`config.mk`:
```
export PLATFORM = sky130hd
export DESIGN_NAME = handshake_ctrl_rr_arbiter
export DESIGN_NICKNAME = d
export VERILOG_FILES = /design/src/rtl/handshake_ctrl_rr_arbiter.sv
export SDC_FILE = /design/constraint.sdc
export NUM_CORES = 1
export LEC_CHECK = 0
export CAP_MARGIN = 20
export CORE_UTILIZATION = 32
export DETAILED_ROUTE_END_ITERATION = 7
export GPL_ROUTABILITY_DRIVEN = 0
export PLACE_DENSITY = 0.57
export SYNTH_ARGS = -nofsm -noshare
export SYNTH_HDL_FRONTEND = slang
export SYNTH_SLANG_ARGS = --single-unit
```
`constraint.sdc`:
```
create_clock -name clk -period 2.4 [get_ports clk]
set_clock_uncertainty 0.15 [all_clocks]
set_input_delay 0.48 -clock clk [delete_from_list [all_inputs] [get_ports clk]]
set_output_delay 0.48 -clock clk [all_outputs]
set_load 0.01 [all_outputs]
```
`src/rtl/handshake_ctrl_rr_arbiter.sv`:
```
// Round-robin arbiter merging valid/ready control tokens into one registered slot.
// Optional HANDSHAKE_ARB_GRANT_CNT_EN adds a saturating 16-bit accepted-token counter.
module handshake_ctrl_rr_arbiter #(
    parameter int NUM_INPUTS  = 4,
    parameter int INDEX_WIDTH = 2
) (
    input  logic                   clk,
    input  logic                   rst,
    input  logic [NUM_INPUTS-1:0]  ins_valid,
    output logic [NUM_INPUTS-1:0]  ins_ready,
    output logic [INDEX_WIDTH-1:0] index,
    output logic                   index_valid,
    input  logic                   index_ready
`ifdef HANDSHAKE_ARB_GRANT_CNT_EN
    ,
    output logic [15:0]            grant_count
`endif
);

    typedef enum logic {
        EMPTY = 1'b0,
        FULL  = 1'b1
    } slot_state_t;

    slot_state_t            state;
    logic [INDEX_WIDTH-1:0] ptr;
    logic [INDEX_WIDTH-1:0] grant;
    logic [INDEX_WIDTH-1:0] ptr_next;
    logic                   found;
    logic                   can_accept;
    logic                   accept;
    logic                   transfer;

    // Rotating-priority search starting at ptr and wrapping past the top.
    always_comb begin
        int k;
        k     = 0;
        found = 1'b0;
        grant = '0;
        for (int i = 0; i < NUM_INPUTS; i++) begin
            k = int'(ptr) + i;
            if (k >= NUM_INPUTS) begin
                k = k - NUM_INPUTS;
            end
            if (!found && ins_valid[k]) begin
                found = 1'b1;
                grant = INDEX_WIDTH'(k);
            end
        end
    end

    assign transfer   = index_valid && index_ready;
    assign can_accept = (state == EMPTY) || index_ready;
    assign accept     = can_accept && found;

    assign ptr_next = (grant == INDEX_WIDTH'(NUM_INPUTS - 1)) ?
                      '0 : grant + 1'b1;

    // Gated by rst so no requester sees acceptance while reset is held.
    always_comb begin
        ins_ready = '0;
        if (rst && accept) begin
            ins_ready[grant] = 1'b1;
        end
    end

    always_ff @(posedge clk or negedge rst) begin
        if (!rst) begin
            state       <= EMPTY;
            index       <= '0;
            index_valid <= 1'b0;
            ptr         <= '0;
        end else begin
            unique case (state)
                EMPTY: begin
                    if (accept) begin
                        state       <= FULL;
                        index       <= grant;
                        index_valid <= 1'b1;
                        ptr         <= ptr_next;
                    end
                end
                FULL: begin
                    if (accept) begin
                        index       <= grant;
                        index_valid <= 1'b1;
                        ptr         <= ptr_next;
                    end else if (transfer) begin
                        state       <= EMPTY;
                        index_valid <= 1'b0;
                    end
                end
                default: begin
                    state       <= EMPTY;
                    index_valid <= 1'b0;
                end
            endcase
        end
    end

`ifdef HANDSHAKE_ARB_GRANT_CNT_EN
    logic [15:0] count_q;

    always_ff @(posedge clk or negedge rst) begin
        if (!rst) begin
            count_q <= '0;
        end else if (accept && (count_q != 16'hFFFF)) begin
            count_q <= count_q + 16'd1;
        end
    end

    assign grant_count = count_q;
`endif

endmodule

```
==> flow_metrics.py <==
metrics = {
    "run_status": {
        "status": "complete, but fails checks",
        "violations": "setup timing",
    },
    "floorplanning": {
        "dieWidth_um": 38.8,
        "initial_core_util": 0.365,
        "core_um2": 1190,
        "fp.dieH_um": 38.8,
        "pin_count": 14,
        "num_rows": 12,
        "dieArea_um2": 1500,
    },
    "job": {
        "cap_viol_max_count": 0,
    },
    "critical_path": {
        "critPathKind": "reg -> out",
        "r2r_setup_slack_ns": 0.49,
        "path_delay_family": "flip-flops",
        "worst_path_most_repeated_cell": "buf_6",
        "crit_required_ns": 1.77,
        "reg2reg_from": "ptr[1]",
        "path_buf_inv": 3,
        "arrival_ns": 1.84,
        "crit_fanout": 4,
        "critical-path-slowest-cell": "dfrtp_1",
        "startpoint_type": "flop",
        "worstPathCellList": "nor2b_4 > a21o_1 > a221oi_2 > buf_4 > buf_6 > ha_4 > and3_4 > buf_6",
        "reg2reg_to": "ptr[1]",
        "r2r_cells": 7,
        "cp_slowest_stage_delay_ns": 0.41,
        "crit_path_end_kind": "output port",
    },
    "final_layout": {
        "final_cells": 90,
        "mostFrequentLayoutCell": "buf_4",
        "diodes": 0,
        "post-route-util": 0.648,
        "mostFrequentLayoutCells": "15 x buf_4, 6 x dfrtp_1, 5 x clkdlybuf4s50_1, 4 x nand2_1, 4 x buf_6",
        "nets": 89,
        "areaGrowthSynthToFinish_pct": 77.5,
        "drive_above_1_share": 0.526,
    },
    "power": {
        "peakVddDrop_mv": 0.560,
        "p_leak_nw": 0.366,
        "power_mw": 0.636,
        "power.density_nw_per_um2": 828,
    },
    "clocking": {
        "insertion_delay_ns": 0.24,
        "cts_made_buffers": 3,
        "htree_levels": 1,
        "clkTransAtPathRegs_ns": 0.04,
        "cts_tree": "yes",
        "cts_root_buf": "clkbuf_4",
        "cts.sinks": 6,
        "cts_max_path_buffers": 2,
    },
    "detailed_routing": {
        "via_per_inst": 5.04,
        "vias": 454,
        "wl_um": 1170,
        "ant_nets": 0,
        "wl_per_cell_um": 13.0,
        "drc": 0,
        "drtPass1Iterations": 4,
        "drt_iter0_markers": 6,
    },
    "synth": {
        "yosysUniqueCellTypes": 20,
        "avgSynthCellArea_um2": 10.3,
        "syn_area_um2": 433,
        "yosysWarnings": 0,
        "yosys_register_bits": 6,
        "ys_seq_area_frac": 0.347,
        "synth.net_count": 53,
        "syn_inst": 42,
    },
    "sta": {
        "fin_hold_ws_ns": 0.358,
        "hold_violations": 0,
        "rsz0062_at_grt": "yes",
        "max_slew.worst_pin.slew_ns": 0.298,
        "period_share": 1.03,
        "setup_violations": 4,
        "fin_crit_ns": 2.47,
        "maxSlewViolCount": 0,
        "relSlewSlack": 0.800,
        "setup_slack_ns": -0.0706,
        "fmax_ghz": 0.405,
    },
    "placed_design": {
        "dpl.cell_count": 82,
        "dpl.hpwl_um": 827,
        "numPortBuffers": 13,
    },
    "global_route": {
        "grt_max_degree": 7,
        "antenna_found_initial": 0,
        "grt_pass1_wl_um": 1820,
        "grt_pass1_vias": 434,
        "grt_overflow": 0,
        "grt_use_total": 0.189,
    },
    "hold_path": {
        "hold_class": "reg -> reg",
        "holdPathEnd": "index[0]",
        "min_from": "index[0]",
        "hold_depth": 1,
    },
}
[where the power goes]
part	switching, mW	internal (mW)
registers	0.0279	0.134
clock network	0.0328	0.0563
logic	0.156	0.229
total	0.217	0.420
[how the worst max path moves through the flow]
stage,start,endpoint,depth (start not counted)
detailed placement,ins_valid[3],ins_ready[0],9
CTS,ptr[1],ins_ready[3],8
global placement,ins_valid[3],ins_ready[1],9
finish,ptr[1],ins_ready[3],8
global route,ptr[1],ins_ready[3],8
floorplan,ptr[1],ins_ready[0],6
[sequential cells by signal (all words and copies together) (netlist names)]
name	count
index	2
index_valid	1
ptr	2
state	1
[cell families (layout without fill, tap and decap cells)]
family | Yosys count | count (layout) | share of synthesized area
adder cells (fa/ha/maj) | 4 | 4 | 0.116
AO/OA/AOI/OAI | 10 | 10 | 0.202
buffers and inverters | 4 | 38 | 0.0347
multiplexers | 3 | 3 | 0.0780
flip-flops | 6 | 6 | 0.347
AND/OR/NAND/NOR | 15 | 15 | 0.223
[per-stage QoR]
| step | area [um^2] | TNS, ns | setup slack, ns |
|---|---|---|---|
| global placement | 678 | -2.64 | -0.675 |
| CTS | 763 | -0.206 | -0.0736 |
| floorplan | 433 | 0 | 0.286 |
| detailed placement | 678 | -2.94 | -0.748 |
| finish | 768 | -0.220 | -0.0706 |
| global route | 768 | -0.547 | -0.154 |
[what timing repair did]
action                                  CTS  global route
hold buffers                              0             0
pin swaps                                 4             1
resized for setup                        35             1
buffers inserted                          5             0
endpoints found under the setup margin    4             4
[layout make-up]
class	instances	area, um^2
fill	101	418
timing repair buffer	31	260
multi-input combinational	32	303
inverter	4	15.0
tap	14	17.5
clock buffer	3	22.5
sequential	6	150
[cells in the mapped netlist]
cell	count	area [um^2]
a21oi_1	2	10.0
a21o_1	1	7.51
a311oi_2	1	15.0
o21ai_0	2	10.0
nor2_1	2	7.51
nor4_4	1	21.3
and3_1	4	25.0
nor2b_1	1	6.26
inv_1	4	15.0
mux2_1	2	22.5
o21a_1	1	7.51
nand2b_1	2	12.5
nand2_1	4	15.0
o22ai_1	1	6.26
a221oi_2	1	15.0
mux2_2	1	11.3
ha_1	4	50.1
nor2b_2	1	8.76
a21oi_4	1	16.3
dfrtp_1	6	150
[per-layer routing]
| metal | vias up | wire (um) | global-route usage |
|---|---|---|---|
| li1 | 218 | - | - |
| met1 | 222 | 442 | 0.191 |
| met2 | 10 | 664 | 0.342 |
| met3 | 4 | 35 | 0.0347 |
| met4 | 0 | 29 | 0.129 |
| met5 | - | 0 | 0 |
Power figures use the tool's default switching activity.
